### config.mk
export PLATFORM = sky130hd
export DESIGN_NAME = systolic_feeder
export DESIGN_NICKNAME = d
export VERILOG_FILES = /design/src/rtl/systolic_feeder.sv
export SDC_FILE = /design/constraint.sdc
export NUM_CORES = 1
export LEC_CHECK = 0
export BUFFER_PORTS_ARGS = -buffer_cell sky130_fd_sc_hd__buf_4
export CORE_MARGIN = 3
export CORE_UTILIZATION = 45
export DETAILED_ROUTE_END_ITERATION = 8
export GPL_TIMING_DRIVEN = 0
export PLACE_DENSITY_LB_ADDON = 0.2
export SLEW_MARGIN = 15
export SYNTH_ARGS = -nofsm -noshare
export SYNTH_HDL_FRONTEND = slang
export SYNTH_SLANG_ARGS = --single-unit
### constraint.sdc
create_clock -name clk -period 1.12 [get_ports clk]
set_clock_uncertainty 0.05 [all_clocks]
set_input_delay 0.112 -clock clk [delete_from_list [all_inputs] [get_ports clk]]
set_output_delay 0.112 -clock clk [all_outputs]
set_load 0.01 [all_outputs]
### src/rtl/systolic_feeder.sv
// Skews row vectors onto a systolic array: lane i is delayed i+1 cycles, then the
// FSM flushes for 2*array_size-1 cycles. Define SYSTOLIC_FEEDER_STATS_EN for vec_count.

module systolic_feeder_lane #(
  parameter int DEPTH = 1,
  parameter int W     = 8
) (
  input  logic         clk,
  input  logic         reset,
  input  logic         in_vld,
  input  logic [W-1:0] in_elem,
  output logic [W-1:0] out_elem,
  output logic         out_vld
);
  logic [DEPTH-1:0][W-1:0] elem_q, elem_d;
  logic [DEPTH-1:0]        vld_pipe_q, vld_pipe_d;

  // Stage 0 takes the new element or a zero bubble; the line never stalls.
  always_comb begin
    elem_d        = '0;
    vld_pipe_d    = '0;
    elem_d[0]     = in_vld ? in_elem : '0;
    vld_pipe_d[0] = in_vld;
    for (int k = 1; k < DEPTH; k++) begin
      elem_d[k]     = elem_q[k-1];
      vld_pipe_d[k] = vld_pipe_q[k-1];
    end
  end

  always_ff @(posedge clk or negedge reset) begin
    if (!reset) begin
      elem_q     <= '0;
      vld_pipe_q <= '0;
    end else begin
      elem_q     <= elem_d;
      vld_pipe_q <= vld_pipe_d;
    end
  end

  assign out_elem = elem_q[DEPTH-1];
  assign out_vld  = vld_pipe_q[DEPTH-1];
endmodule

module systolic_feeder #(
  parameter int array_size = 2,
  parameter int data_size  = 8
) (
  input  logic                            clk,
  input  logic                            reset,
  input  logic                            in_valid,
  output logic                            in_ready,
  input  logic [data_size*array_size-1:0] in_data,
  input  logic                            in_last,
  output logic [data_size*array_size-1:0] datain,
  output logic [array_size-1:0]           lane_valid,
  output logic                            busy,
  output logic                            done
`ifdef SYSTOLIC_FEEDER_STATS_EN
  ,
  output logic [15:0]                     vec_count
`endif
);
  localparam int CW = $clog2(2*array_size);
  localparam logic [CW-1:0] FLUSH_LAST = CW'(2*array_size-2);

  typedef enum logic [1:0] {IDLE, STREAM, FLUSH} state_e;

  state_e          state_q, state_d;
  logic [CW-1:0]   cnt_q, cnt_d;
  logic            done_q, done_d;
  logic            accept;
  logic [array_size-1:0][data_size-1:0] lane_data;

  assign in_ready = (state_q != FLUSH);
  assign accept   = in_valid && in_ready;
  assign busy     = (state_q != IDLE);
  assign done     = done_q;

  for (genvar i = 0; i < array_size; i++) begin : g_lane
    systolic_feeder_lane #(.DEPTH(i+1), .W(data_size)) u_lane (
      .clk      (clk),
      .reset    (reset),
      .in_vld   (accept),
      .in_elem  (in_data[i*data_size +: data_size]),
      .out_elem (lane_data[i]),
      .out_vld  (lane_valid[i])
    );
  end

  assign datain = lane_data;

  always_comb begin
    state_d = state_q;
    cnt_d   = cnt_q;
    done_d  = 1'b0;
    case (state_q)
      IDLE: if (accept) begin
        state_d = in_last ? FLUSH : STREAM;
        cnt_d   = '0;
      end
      STREAM: if (accept && in_last) begin
        state_d = FLUSH;
        cnt_d   = '0;
      end
      FLUSH: if (cnt_q == FLUSH_LAST) begin
        // done is registered so it lands on the first IDLE cycle
        state_d = IDLE;
        cnt_d   = '0;
        done_d  = 1'b1;
      end else begin
        cnt_d = cnt_q + 1'b1;
      end
      default: begin
        state_d = IDLE;
        cnt_d   = '0;
      end
    endcase
  end

  always_ff @(posedge clk or negedge reset) begin
    if (!reset) begin
      state_q <= IDLE;
      cnt_q   <= '0;
      done_q  <= 1'b0;
    end else begin
      state_q <= state_d;
      cnt_q   <= cnt_d;
      done_q  <= done_d;
    end
  end

`ifdef SYSTOLIC_FEEDER_STATS_EN
  logic [15:0] vec_count_q, vec_count_d;

  always_comb begin
    vec_count_d = vec_count_q;
    if (accept && (vec_count_q != 16'hFFFF)) vec_count_d = vec_count_q + 16'd1;
  end

  always_ff @(posedge clk or negedge reset) begin
    if (!reset) vec_count_q <= '0;
    else        vec_count_q <= vec_count_d;
  end

  assign vec_count = vec_count_q;
`endif
endmodule

== Yosys cells after proc, flatten, opt, wreduce, memory -nomap -nowiden ==
Cells that the tools add are included.
Widths: inputs -> output; s select.

* Add/subtract/negate cells: 1
* Reduce and logical (&&, ||, !) cells: 6
* Muxes and demuxes: 13
* Shift-type cells: 0
* Eq/ne operators: 7
* Bitwise gates (word level): 0
* Divide/modulo/power cells: 0
* Multipliers: 0
* Order comparisons: 0

{| class="wikitable"
|+ Operators with widths
! kind !! number
|-
| $mux 8 || 2
|-
| $mux 2 || 7
|-
| $pmux 2 s3 || 2
|-
| $ne 2x2->1 const B || 4
|-
| $eq 2x2->1 const B || 2
|-
| $reduce_and 3->1 || 1
|-
| $add 2x1->2 const B || 1
|-
| $eq 2x1->1 const B || 1
|-
| $logic_and 1x1->1 || 2
|-
| $logic_not 2->1 || 1
|-
| $mux 1 || 2
|-
| $reduce_and 2->1 || 1
|-
| $reduce_bool 2->1 || 1
|}

* Bits in latches: 0
* Input port bits: 20
* Memory bits (read-only): 0
* Output and inout port bits: 21
* Bits in writable memories: 0
* Memories kept: 0
* Word-level logic and storage cells: 35
* Register bits: 32

== Longest topological paths before layout ==
Gate-level depths: netlist of the first run.

* Depth in word-level cells: 5
* Mapped depth: 4
* Gate-level depth less buffers: 3

== By module ==
A second synthesis of the first run with hierarchy kept.

* Cell total of the unflattened synthesis: 64
* Area, all modules: 1011.0 µm²

{| class="wikitable"
|+ By module, submodules not included
! module !! instances !! area each (µm²) !! sequential area each (µm²) !! cells each
|-
| systolic_feeder_lane at g_lane[1].u_lane || 1 || 500.5 || 450.4 || 26
|-
| systolic_feeder_lane at g_lane[0].u_lane || 1 || 275.3 || 225.2 || 17
|-
| systolic_feeder || 1 || 235.2 || 125.1 || 21
|}

== Worst setup path before layout of the first run ==
No wires, ideal clock.

* Path kind: register -> register
* Start point: register state_q[0]
* End point: register g_lane[0].u_lane.elem_q (netlist bit g_lane[0].u_lane.out_elem[0])
* Library setup time: 120 ps
* Path buffers: 1
* Period minus slack after synthesis: 983 ps
* Setup slack: 137 ps
* Arrival time: 814 ps
* Cell stages (with the launch flop): 4
* Required time: 950 ps
* Cell sequence: dfrtp_1 > nand2b_4 > buf_6 > and3_1

{| class="wikitable"
|+ RTL lines
! element !! RTL line !! text
|-
| start: declaration || 68 || <nowiki>state_e state_q, state_d;</nowiki>
|-
| start signal: assignment || 126 || <nowiki>state_q <= state_d;</nowiki>
|-
| end signal: assignment || 35 || <nowiki>elem_q <= elem_d;</nowiki>
|-
| end: declaration || 15 || <nowiki>logic [DEPTH-1:0][W-1:0] elem_q, elem_d;</nowiki>
|}

== Worst setup path in the final report of the first run ==
* Start point: register state_q[0]
* End point: output in_ready

* Cells in the longest elaborated chain, start to end: 1

{| class="wikitable"
|+ Ends and longest elaborated chain
! element !! RTL line !! text
|-
| $ne 2x2->1 || 74 || <nowiki>assign in_ready = (state_q != FLUSH);</nowiki>
|-
| end: declaration || 51 || <nowiki>output logic in_ready,</nowiki>
|}

No other way between the ends.

==> summary.txt, run 1 <==
Status
  • Result of the run: finished, violations left
  • Failing checks: setup timing

Clocking
  • CTS clk-pin slew, worst paths: 90 ps
  • CTS tree: yes
  • Max Buffers Root-to-Sink: 2
  • CTS buffer count: 5
  • H-tree levels: 2
  • Root Buffer: clkbuf_4
  • Sink Count: 31
  • Clock Latency Late Sink: 330 ps

Finish
  • Share of post-route cells with drive strength above 1: 0.5797
  • Ant diodes: 0
  • Fin cells: between 150 and 200
  • Fillcell total: 98
  • Final Cell Area: about 1800 µm²
  • Final Net Count: 157
  • Area Overhead vs Synth: 74.72%
  • Fin util: 0.8683

Synthesis
  • Synth top area cells: dfrtp_1, and3_1, buf_6, buf_4, nand2b_4
  • Post-synth EDFFs: 0
  • Post-synthesis compound-gate area fraction: 0.02466
  • Combinational family with the most area after synthesis: simple AND/OR/NAND/NOR gates
  • Synth Flop Type: dfrtp_1
  • Simple-Gate Fraction of Synth Area: 0.1541
  • Register area share after synthesis: 0.7645
  • Area leader, netlist: dfrtp_1
  • Commonest cells in the netlist: dfrtp_1, and3_1
  • Syn Nets: 87
  • FFs w/ async S/R, synth: 1.000
  • #FFs+latches synth: 31
  • Netlist cell types: 18
  • Synth Area per Inst: 15.15 µm²
  • Synth Instances: 67
  • Mux cell area share after synthesis: 0.01110
  • Mapped cell area: 1015 µm²
  • Synth top area share: 0.7645
  • Adder-Cell Fraction of Synth Area: 0
  • Yosys warns: 0
  • Xor/xnor share of the synthesized area: 0
  • Top-count cell post-synth: dfrtp_1

Worst setup path
  • Crit. End Element: output port
  • CP Max Fanout: 3
  • Critical path buffers and inverters: 2
  • Critical path startpoint category: flop
  • Register-to-Register Setup Slack: -160 ps
  • Worst path required time: between 900 and 1000 ps
  • CP delay by family, top: flip-flops
  • Crit Path Class: flop to output port
  • Critical Path AT: 1140 ps
  • Crit-path cells: nand2b_4, buf_6, buf_6
  • Worst path max stage delay: 420 ps
  • Most used cell, CP: buf_6
  • CP max stage cell: dfrtp_1

Timing
  • Final Cycle Share: 1.162
  • Setup Viol. Count Final: 22
  • Count of final max-slew check failures: 0
  • Setup tns final: -2364 ps
  • Slew margin rel.: 0.7177
  • RSZ-0062 raised after global routing: true
  • Final Hold Viols: 0
  • Final worst slack: -181.4 ps
  • Max Clock Freq: 0.7684 GHz
  • Actual transition at the worst max-transition pin: between 400 and 500 ps
  • Min Clock Period, post-route: approximately 1300 ps

Global routing
  • Largest net degree at the start of global routing: 32
  • Initial antenna violation count: 0
  • Grt ovf: 0
  • Tot GR Track Use: 0.1890
  • Global-route wire length before repair: 3532 µm
  • Vias in the first global route: 760

Hold path
  • HP Class: primary input to flop

Placed design
  • Placed cells: 133
  • Routability cong.: 0.6465
  • Placement Cell Area: between 1000 and 1500 µm²
  • Input/output buffers: 39

Power
  • Switching power: a little under 1 mW
  • Tot Pwr: 3.641 mW
  • Switching part of the total power: 0.2658
  • Cell area power density: 2054 nW/µm²
  • Logic gate share of total power: 0.359
  • Sequential share of power: 0.395
  • Max IR drop VDD: 0.001910 V
  • Clock Power Share: 0.246
  • Total leakage power: 0.9036 nW
  • P_int: 2.674 mW

Floorplanning
  • Initial Utilization: 0.4969
  • Core region area: between 2000 and 2500 µm²
  • DIE AREA: 2861 µm²
  • Die Wd: around 53 µm
  • Num ports: 41
  • Die height: 53.49 µm
  • Cell Rows: 16

Detailed routing
  • Post-DRT Antenna Nets: 0
  • Vias per cell: between 4 and 5
  • Drt first pass iters: 4
  • DR WL/cell: between 15 and 20 µm
  • Final wirelength: between 2000 and 3000 µm
  • Initial drt markers: 10
  • Drt drc: 0
  • DR vias: 769

Run
  • MaxCap Viol Count: 0
==> registers in the layout, summed over array words and instances (netlist names) <==
| register | count |
|---|---|
| cnt_q | 2 |
| state_q | 2 |
| g_lane.u_lane.vld_pipe_q | 2 |
| done | 1 |
| g_lane.u_lane.elem_d | 8 |
| g_lane.u_lane.out_elem | 16 |
==> final cells by class <==
| type | instances | area [µm²] | share of cell area |
|---|---|---|---|
| Tap cell | 27 | 33.78 | 0.01905 |
| Multi-Input combinational cell | 30 | 279.0 | 0.1574 |
| Clock inverter | 2 | 35.03 | 0.01976 |
| Timing Repair Buffer | 64 | 554.3 | 0.3126 |
| Buffer | 5 | 42.54 | 0.02399 |
| Sequential cell | 31 | 777.0 | 0.4382 |
| Clock buffer | 6 | 51.30 | 0.02893 |
==> cells in the final DEF (no fill, tap or decap) <==
cell type,instances
buf_6,12
clkbuf_8,1
clkbuf_4,5
and3_1,2
buf_4,39
buf_2,1
dlygate4sd3_1,16
dfrtp_2,1
nand2b_4,1
dfrtp_1,30
mux2_2,1
o21ai_0,1
clkbuf_1,1
nand2_1,1
bufinv_16,1
nor2b_1,2
o22ai_2,1
and2_1,1
a22o_1,1
and3_4,14
or2_4,1
nand2b_1,1
a21oi_1,1
nor2_4,1
clkinv_2,1
nor2_1,1
==> worst paths after layout <==
check | start | cells past startpoint | to
setup reg to reg | state_q[0]$_DFFE_PN0P_ | 5 | g_lane[1].u_lane.elem_d[14]$_DFF_PN0_
max in group asynchronous | reset | 2 | state_q[1]$_DFFE_PN0P_
hold / removal | in_data[3] | 2 | g_lane[0].u_lane.out_elem[3]$_DFF_PN0_
hold reg to reg | g_lane[1].u_lane.elem_d[11]$_DFF_PN0_ | 0 | g_lane[1].u_lane.out_elem[3]$_DFF_PN0_
setup / recovery | state_q[0]$_DFFE_PN0P_ | 3 | in_ready
min in group asynchronous | reset | 2 | g_lane[1].u_lane.elem_d[8]$_DFF_PN0_
==> logic make-up (layout without fill, tap and decap cells) <==
family	Yosys count	count (layout)
buffers and inverters	6	77
and+or+nand+nor	25	25
muxes	1	1
DFF	31	31
AOI/OAI and AO/OA	4	4
==> routing by layer <==
layer / global-route usage / share of wire / up-vias
met1: 0.2000 / 0.35 / 377
met5: 0 / 0 / -
met3: 0.06761 / 0.059 / 6
met4: 0.08936 / 0.020 / 0
met2: 0.3286 / 0.57 / 21
li1: - / - / 365
==> through the flow <==
step           hold WS, ps  worst slack [ps]
6_report             6.844            -181.4
5_1_grt             -5.740            -230.2
4_1_cts             0.8120            -168.8
3_5_place_dp         7.097             63.54
3_3_place_gp         1.775             90.48
2_1_floorplan       -233.6             136.8
==> power groups by stage <==
stage | combinational (mW) | clock, mW | sequential [mW]
after floorplan | 0.377 | 0 | 1.48
after global placement | 0.756 | 0 | 1.44
after detailed placement | 0.770 | 0 | 1.46
after CTS | 1.12 | 0.901 | 1.43
after global routing | 1.39 | 0.956 | 1.46
final | 1.31 | 0.894 | 1.44
==> timing repair <==
item                                    CTS  global route
endpoints found under the setup margin    3            24
endpoints found under the hold margin    44             2
buffers inserted                          7             3
cloned                                    0             1
gates resized for setup                  15            17
hold buffers                             14             2
pin swaps                                 5             1
(Power assumes the default switching activity.)
==> run 2: changes to the inputs <==
Settings changed: CORE_ASPECT_RATIO from default to 1.2.
==> summary.txt, run 2 (synthesis gave the netlist of run 1 again) <==
Detailed routing
  • Drt first pass iters: 4 (unchanged)
  • Drt drc: 0 (unchanged)
  • DR vias: 778 (+1.2%)
  • Initial drt markers: 7 (-3)
  • Final wirelength: 2593 µm (+1.1%)
  • Vias per cell: 4.715 (+1.2%)
  • Post-DRT Antenna Nets: 0 (unchanged)
  • DR WL/cell: 15.72 µm (+1.1%)

Timing
  • Setup Viol. Count Final: 21 (-4.5%)
  • Max Clock Freq: 0.7563 GHz (-1.6%)
  • Count of final max-slew check failures: 0 (unchanged)
  • Actual transition at the worst max-transition pin: 416.8 ps (-6.568 ps)
  • Hold Slack: 50.86 ps (+44.02 ps)
  • Slew margin rel.: 0.7221 (+0.004379)
  • RSZ-0062 raised after global routing: true
  • Min Clock Period, post-route: 1322 ps (+20.80 ps)
  • Final worst slack: -202.2 ps (-20.80 ps)
  • Final Hold Viols: 0 (unchanged)
  • Final Cycle Share: 1.181 (+0.01857)

Finish
  • Final Cell Area: 1744 µm² (-1.6%)
  • Area Overhead vs Synth: 71.89%
  • Final Net Count: 155 (-1.3%)
  • Fillcell total: 116 (+18%)
  • Ant diodes: 0 (unchanged)
  • FF+latch area: 777.0 µm² (unchanged)
  • Leading cell types in the layout, fill and taps excluded: buf_4, dfrtp_1, dlygate4sd3_1, and3_4, buf_6
  • Share of post-route cells with drive strength above 1: 0.5852 (+0.005475)
  • Largest register FFs: 16 (unchanged)
  • Commonest non-fill, non-tap cell in the layout: buf_4
  • Fin util: 0.8327 (-0.03552)
  • Multi-input logic area: 292.8 µm² (+4.9%)

Worst setup path
  • Most used cell, CP: buf_6
  • Crit Path Class: flop to output port
  • Critical Path AT: 1160 ps (+20 ps)
  • Worst path required time: 960 ps (about the same)
  • Worst path max stage delay: 420 ps (about the same)
  • CP Max Fanout: 3 (unchanged)
  • Crit. End Element: output port
  • CP delay by family, top: flip-flops
  • Critical path buffers and inverters: 2 (unchanged)
  • CP max stage cell: dfrtp_1
  • Crit-path cells: nand2b_4, buf_6, buf_6
  • Critical path startpoint category: flop

Global routing
  • Initial antenna violation count: 0 (unchanged)
  • Vias in the first global route: 763 (+0.39%)
  • Largest net degree at the start of global routing: 32 (unchanged)
  • Grt ovf: 0 (unchanged)
  • Tot GR Track Use: 0.1769 (-0.01210)
  • Global-route wire length before repair: 3532 µm (unchanged)

Floorplanning
  • Die height: 58.02 µm (+8.5%)
  • Num ports: 41 (unchanged)
  • Core region area: 2095 µm² (+2.6%)
  • Die Wd: 49.35 µm (-7.7%)
  • Cell Rows: 18 (+2)
  • Initial Utilization: 0.4845 (-0.01247)
  • DIE AREA: 2863 µm² (about the same)

Clocking
  • Root Buffer: clkbuf_4
  • CTS tree: yes
  • Max Buffers Root-to-Sink: 2 (unchanged)
  • CTS clk-pin slew, worst paths: 90 ps (about the same)
  • CTS buffer count: 5 (unchanged)
  • Clock Latency Late Sink: 320 ps (about the same)
  • H-tree levels: 2 (unchanged)
  • Sink Count: 31 (unchanged)

Power
  • Total leakage power: 0.8821 nW (-2.4%)
  • Max IR drop VDD: 0.001395 V (-27%)
  • Cell area power density: 1925 nW/µm² (-6.3%)

Hold path
  • HP Class: primary input to flop

Placed design
  • Input/output buffers: 39 (unchanged)
  • Routability cong.: 0.6965 (+7.7%)
  • Placement Cell Area: 1345 µm² (+0.28%)
  • Dpl hpwl: between 1000 and 1500 µm

Run
  • MaxCap Viol Count: 0 (unchanged)

Status
  • Result of the run: finished, violations left
  • Failing checks: setup timing
==> run 2: worst paths after layout <==
check	cells past startpoint	startpoint	slack, ps	end
worst max-delay path	3	state_q[0]$_DFFE_PN0P_	-200	in_ready
worst min-delay path	4	in_last	50	state_q[0]$_DFFE_PN0P_
worst max register to register	5	state_q[0]$_DFFE_PN0P_	-120	g_lane[0].u_lane.out_elem[0]$_DFF_PN0_
worst min register to register	0	g_lane[1].u_lane.elem_d[12]$_DFF_PN0_	300	g_lane[1].u_lane.out_elem[4]$_DFF_PN0_
max in group asynchronous	2	reset	530	state_q[1]$_DFFE_PN0P_
min in group asynchronous	2	reset	200	g_lane[1].u_lane.out_elem[1]$_DFF_PN0_
==> run 2: repair_timing <==
action	in CTS	in global routing
endpoints found under the setup margin	4	24
hold buffers	17	0
gates resized for setup	12	23
gates cloned	0	2
hold endpoints to repair	47	0
pin swaps	1	16
buffers inserted	4	2
==> run 2: per-layer routing <==
metal  vias up  GRT usage  wire (µm)
li1        357          -          -
met1       384     0.1789        923
met2        26     0.3142       1434
met3        11    0.07198        135
met4         0    0.08537        100
met5         -          0          0
==> run 2: power breakdown <==
part / leakage (nW) / total, mW / internal (mW) / switching, mW
clock: 0.0341 / 0.631 / 0.290 / 0.341
combinational: 0.444 / 1.28 / 0.783 / 0.496
sequential: 0.404 / 1.45 / 1.33 / 0.118
==> run 2: area by class of cell <==
| cell class | instances | share of cell area |
|---|---|---|
| buffer | 4 | 0.01793 |
| clock buffer | 6 | 0.02941 |
| clock inverter | 1 | 0.002869 |
| multi-input combinational | 30 | 0.1679 |
| sequential | 31 | 0.4455 |
| tap | 30 | 0.02152 |
| timing repair buffer | 63 | 0.3149 |
==> run 2: worst register-to-register path: cells and delay by family (launching register included) <==
family	cells	cell delay, ps
DFF	1	420
buffers and inverters	3	350
and+or+nand+nor	2	320
==> run 2: metrics by stage <==
stage,cells,power [mW],setup WS [ps],setup TNS (ps)
after floorplan,67,1.860,136.8,0
after global placement,136,2.194,88.61,0
after detailed placement,136,2.227,72.88,0
after CTS,164,3.119,-175.0,-332.4
after global routing,165,3.522,-236.5,-1689
final,165,3.358,-202.2,-1295
==> run 3: changes to the inputs <==
Settings changed: ABC_AREA from default to 1, CORE_UTILIZATION 45 to 46.
==> summary.txt, run 3 <==
Worst setup path
  • Critical Path AT: 1130 ps (-30 ps)
  • Crit-path cells: or2_4, buf_6
  • Crit Path Class: flop to output port
  • CP max stage cell: dfrtp_1
  • Critical path buffers and inverters: 1 (-1)
  • Worst path max stage delay: 420 ps (about the same)
  • Register-to-Register Setup Slack: -60 ps (+60 ps)
  • Worst r2r src: state_q[1]$_DFFE_PN0P_
  • FF-to-FF path depth: 7 (+2)
  • Worst path required time: 960 ps (about the same)
  • Critical path startpoint category: flop
  • CP delay by family, top: flip-flops
  • Crit path from: state_q[1]$_DFFE_PN0P_
  • CP Max Fanout: 3 (unchanged)
  • R2R Path End: g_lane[1].u_lane.elem_d[15]$_DFF_PN0_
  • Crit. End Element: output port

Synthesis
  • Netlist cell types: 16 (-2)
  • Top-count cell post-synth: dfrtp_1
  • Synth top area cells: dfrtp_1, inv_1, nor2_1, nand2_1, nand3_1
  • Yosys warns: 0 (unchanged)
  • Post-synth EDFFs: 0 (unchanged)
  • Area leader, netlist: dfrtp_1
  • Synth Area per Inst: 11.75 µm² (-22%)
  • Synth Flop Type: dfrtp_1
  • Register area share after synthesis: 0.7416 (-0.02286)
  • Synth Instances: 89 (+33%)
  • Synth top area share: 0.7416 (-0.02286)
  • FFs w/ async S/R, synth: 1.000 (unchanged)
  • Commonest cells in the netlist: dfrtp_1, inv_1, nor2_1
  • Syn Nets: 109 (+25%)
  • #FFs+latches synth: 31 (unchanged)
  • Mapped cell area: 1046 µm² (+3.1%)

Global routing
  • Global-route wire length before repair: 3912 µm (+11%)
  • Tot GR Track Use: 0.1912 (+0.01435)
  • Grt ovf: 0 (unchanged)
  • Largest net degree at the start of global routing: 32 (unchanged)
  • Vias in the first global route: 892 (+17%)
  • Initial antenna violation count: 0 (unchanged)

Detailed routing
  • Drt first pass iters: 3 (-1)
  • Post-DRT Antenna Nets: 0 (unchanged)
  • Vias per cell: 4.351 (-7.7%)
  • Initial drt markers: 13 (+6)
  • Drt drc: 0 (unchanged)
  • DR vias: 831 (+6.8%)
  • DR WL/cell: 13.32 µm (-15%)
  • Final wirelength: 2545 µm (-1.9%)

Finish
  • Final Net Count: 181 (+17%)
  • Commonest non-fill, non-tap cell in the layout: buf_4
  • FF+latch area: 775.7 µm² (-0.16%)
  • Share of post-route cells with drive strength above 1: 0.5155 (-0.06966)
  • Area Overhead vs Synth: 73.45%
  • Fillcell total: 117 (+0.86%)
  • Multi-input logic area: 247.7 µm² (-15%)
  • Ant diodes: 0 (unchanged)
  • Largest register FFs: 16 (unchanged)
  • Final Cell Area: 1814 µm² (+4.0%)
  • Leading cell types in the layout, fill and taps excluded: buf_4, dfrtp_1, dlygate4sd3_1, inv_1, nor2_2

Power
  • Cell area power density: 1841 nW/µm² (-4.4%)
  • Sequential share of power: 0.435 (+0.004)
  • Switching power: 1.045 mW (+9.4%)
  • Clock Power Share: 0.190 (+0.002)
  • Switching part of the total power: 0.3128 (+0.02830)
  • Tot Pwr: 3.340 mW (-0.52%)
  • Total leakage power: 0.9695 nW (+9.9%)
  • Logic gate share of total power: 0.375 (-0.006)
  • Max IR drop VDD: 0.001492 V (+6.9%)
  • P_int: 2.295 mW (-4.5%)

Timing
  • Max Clock Freq: 0.7754 GHz (+2.5%)
  • Final Hold Viols: 0 (unchanged)
  • Final Cycle Share: 1.152 (-0.02900)
  • Count of final max-slew check failures: 0 (unchanged)
  • Setup Viol. Count Final: 18 (-14%)
  • Min Clock Period, post-route: 1290 ps (-32.48 ps)
  • Setup tns final: -1060 ps (+235.5 ps)
  • Slew margin rel.: 0.7524 (+0.03031)
  • Final worst slack: -169.7 ps (+32.48 ps)
  • Actual transition at the worst max-transition pin: 371.4 ps (-45.47 ps)
  • RSZ-0062 raised after global routing: true

Hold path
  • HP Class: primary input to async pin

Run
  • MaxCap Viol Count: 0 (unchanged)

Placed design
  • Input/output buffers: 40 (+2.6%)
  • Placement Cell Area: 1384 µm² (+2.9%)
  • Dpl hpwl: 1283 µm (-3.1%)
  • Routability cong.: 0.7483 (+7.4%)

Clocking
  • CTS buffer count: 5 (unchanged)
  • Sink Count: 31 (unchanged)
  • Clock Latency Late Sink: 320 ps (about the same)
  • CTS clk-pin slew, worst paths: 90 ps (about the same)
  • Root Buffer: clkbuf_4
  • Max Buffers Root-to-Sink: 2 (unchanged)
  • H-tree levels: 2 (unchanged)
  • CTS tree: yes

Status
  • Failing checks: setup timing
  • Result of the run: finished, violations left

Floorplanning
  • DIE AREA: 2884 µm² (+0.74%)
  • Initial Utilization: 0.4941 (+0.009622)
  • Die Wd: 49.53 µm (+0.36%)
  • Die height: 58.24 µm (+0.37%)
  • Num ports: 41 (unchanged)
  • Cell Rows: 18 (unchanged)
  • Core region area: 2117 µm² (+1.1%)
[run 3: cell count changes after synthesis, sizes merged, moves of 2 or more]
cell,change
and3,-16
buf,-2
inv,+21
nand2,+6
nand2b,-2
nand3,+4
nor2,+17
nor2b,-2
[run 3: cells by family (layout without fill, tap and decap cells)]
group / Yosys count / in the layout / synth area share
and+or+nand+nor: 32 / 32 / 0.1400
buffers and inverters: 24 / 96 / 0.1065
AOI/OAI and AO/OA: 2 / 2 / 0.01196
DFF: 31 / 31 / 0.7416
[run 3: worst register-to-register path: stages (launching register included)]
cell and delay (ps):
dfrtp_1 410, inv_2 70, nor2_4 120, inv_4 50, buf_6 120, nand2_8 80
buf_8 140, nor2_2 40
[run 3: how the worst max path moves through the flow]
stage / end / slack [ps] / cells after the start
after floorplan: g_lane[0].u_lane.out_elem[0]$_DFF_PN0_ / 90 / 5
after global placement: g_lane[0].u_lane.out_elem[0]$_DFF_PN0_ / 30 / 5
after detailed placement: g_lane[0].u_lane.out_elem[3]$_DFF_PN0_ / 20 / 5
after CTS: busy / -180 / 2
after global routing: busy / -230 / 2
final: busy / -170 / 2
[run 3: area by class of cell]
type,count,share of cell area
Tap cell,30,0.02069
Timing Repair Buffer,68,0.3393
Clock inverter,1,0.002759
Multi-Input combinational cell,34,0.1366
Clock buffer,6,0.02828
Sequential cell,31,0.4276
Inverter,21,0.04483
[run 3: timing repair]
action / CTS / global route
cloned: 1 / 0
pin swaps: 2 / 5
setup endpoints to repair: 9 / 22
endpoints found under the hold margin: 49 / 0
resized for setup: 13 / 27
setup buffers: 7 / 1
hold buffers: 19 / 0
[run 3: power groups by stage]
| stage | Sequential, mW | Clock (mW) | Combinational, mW |
|---|---|---|---|
| final | 1.45 | 0.635 | 1.25 |
| after global routing | 1.48 | 0.717 | 1.34 |
| after CTS | 1.44 | 0.649 | 1.13 |
| after detailed placement | 1.45 | 0 | 0.747 |
| after global placement | 1.43 | 0 | 0.731 |
| after floorplan | 1.48 | 0 | 0.349 |
[run 3: metrics by stage]
step | util | setup slack, ps | instances | hold WS (ps)
2_1_floorplan | - | 90.86 | 89 | -233.6
3_3_place_gp | 0.6537 | 30.28 | 159 | 1.662
3_5_place_dp | 0.6537 | 18.66 | 159 | 6.027
4_1_cts | 0.8310 | -178.3 | 193 | 199.7
5_1_grt | 0.8570 | -228.9 | 191 | 220.1
6_report | 0.8570 | -169.7 | 191 | 202.8
[run 3: layer usage]
layer | wire length [µm] | track usage | vias up
li1 | - | - | 400
met5 | 0 | 0 | -
met4 | 60 | 0.1067 | 0
met1 | 897 | 0.1812 | 391
met2 | 1434 | 0.3535 | 32
met3 | 153 | 0.06684 | 8
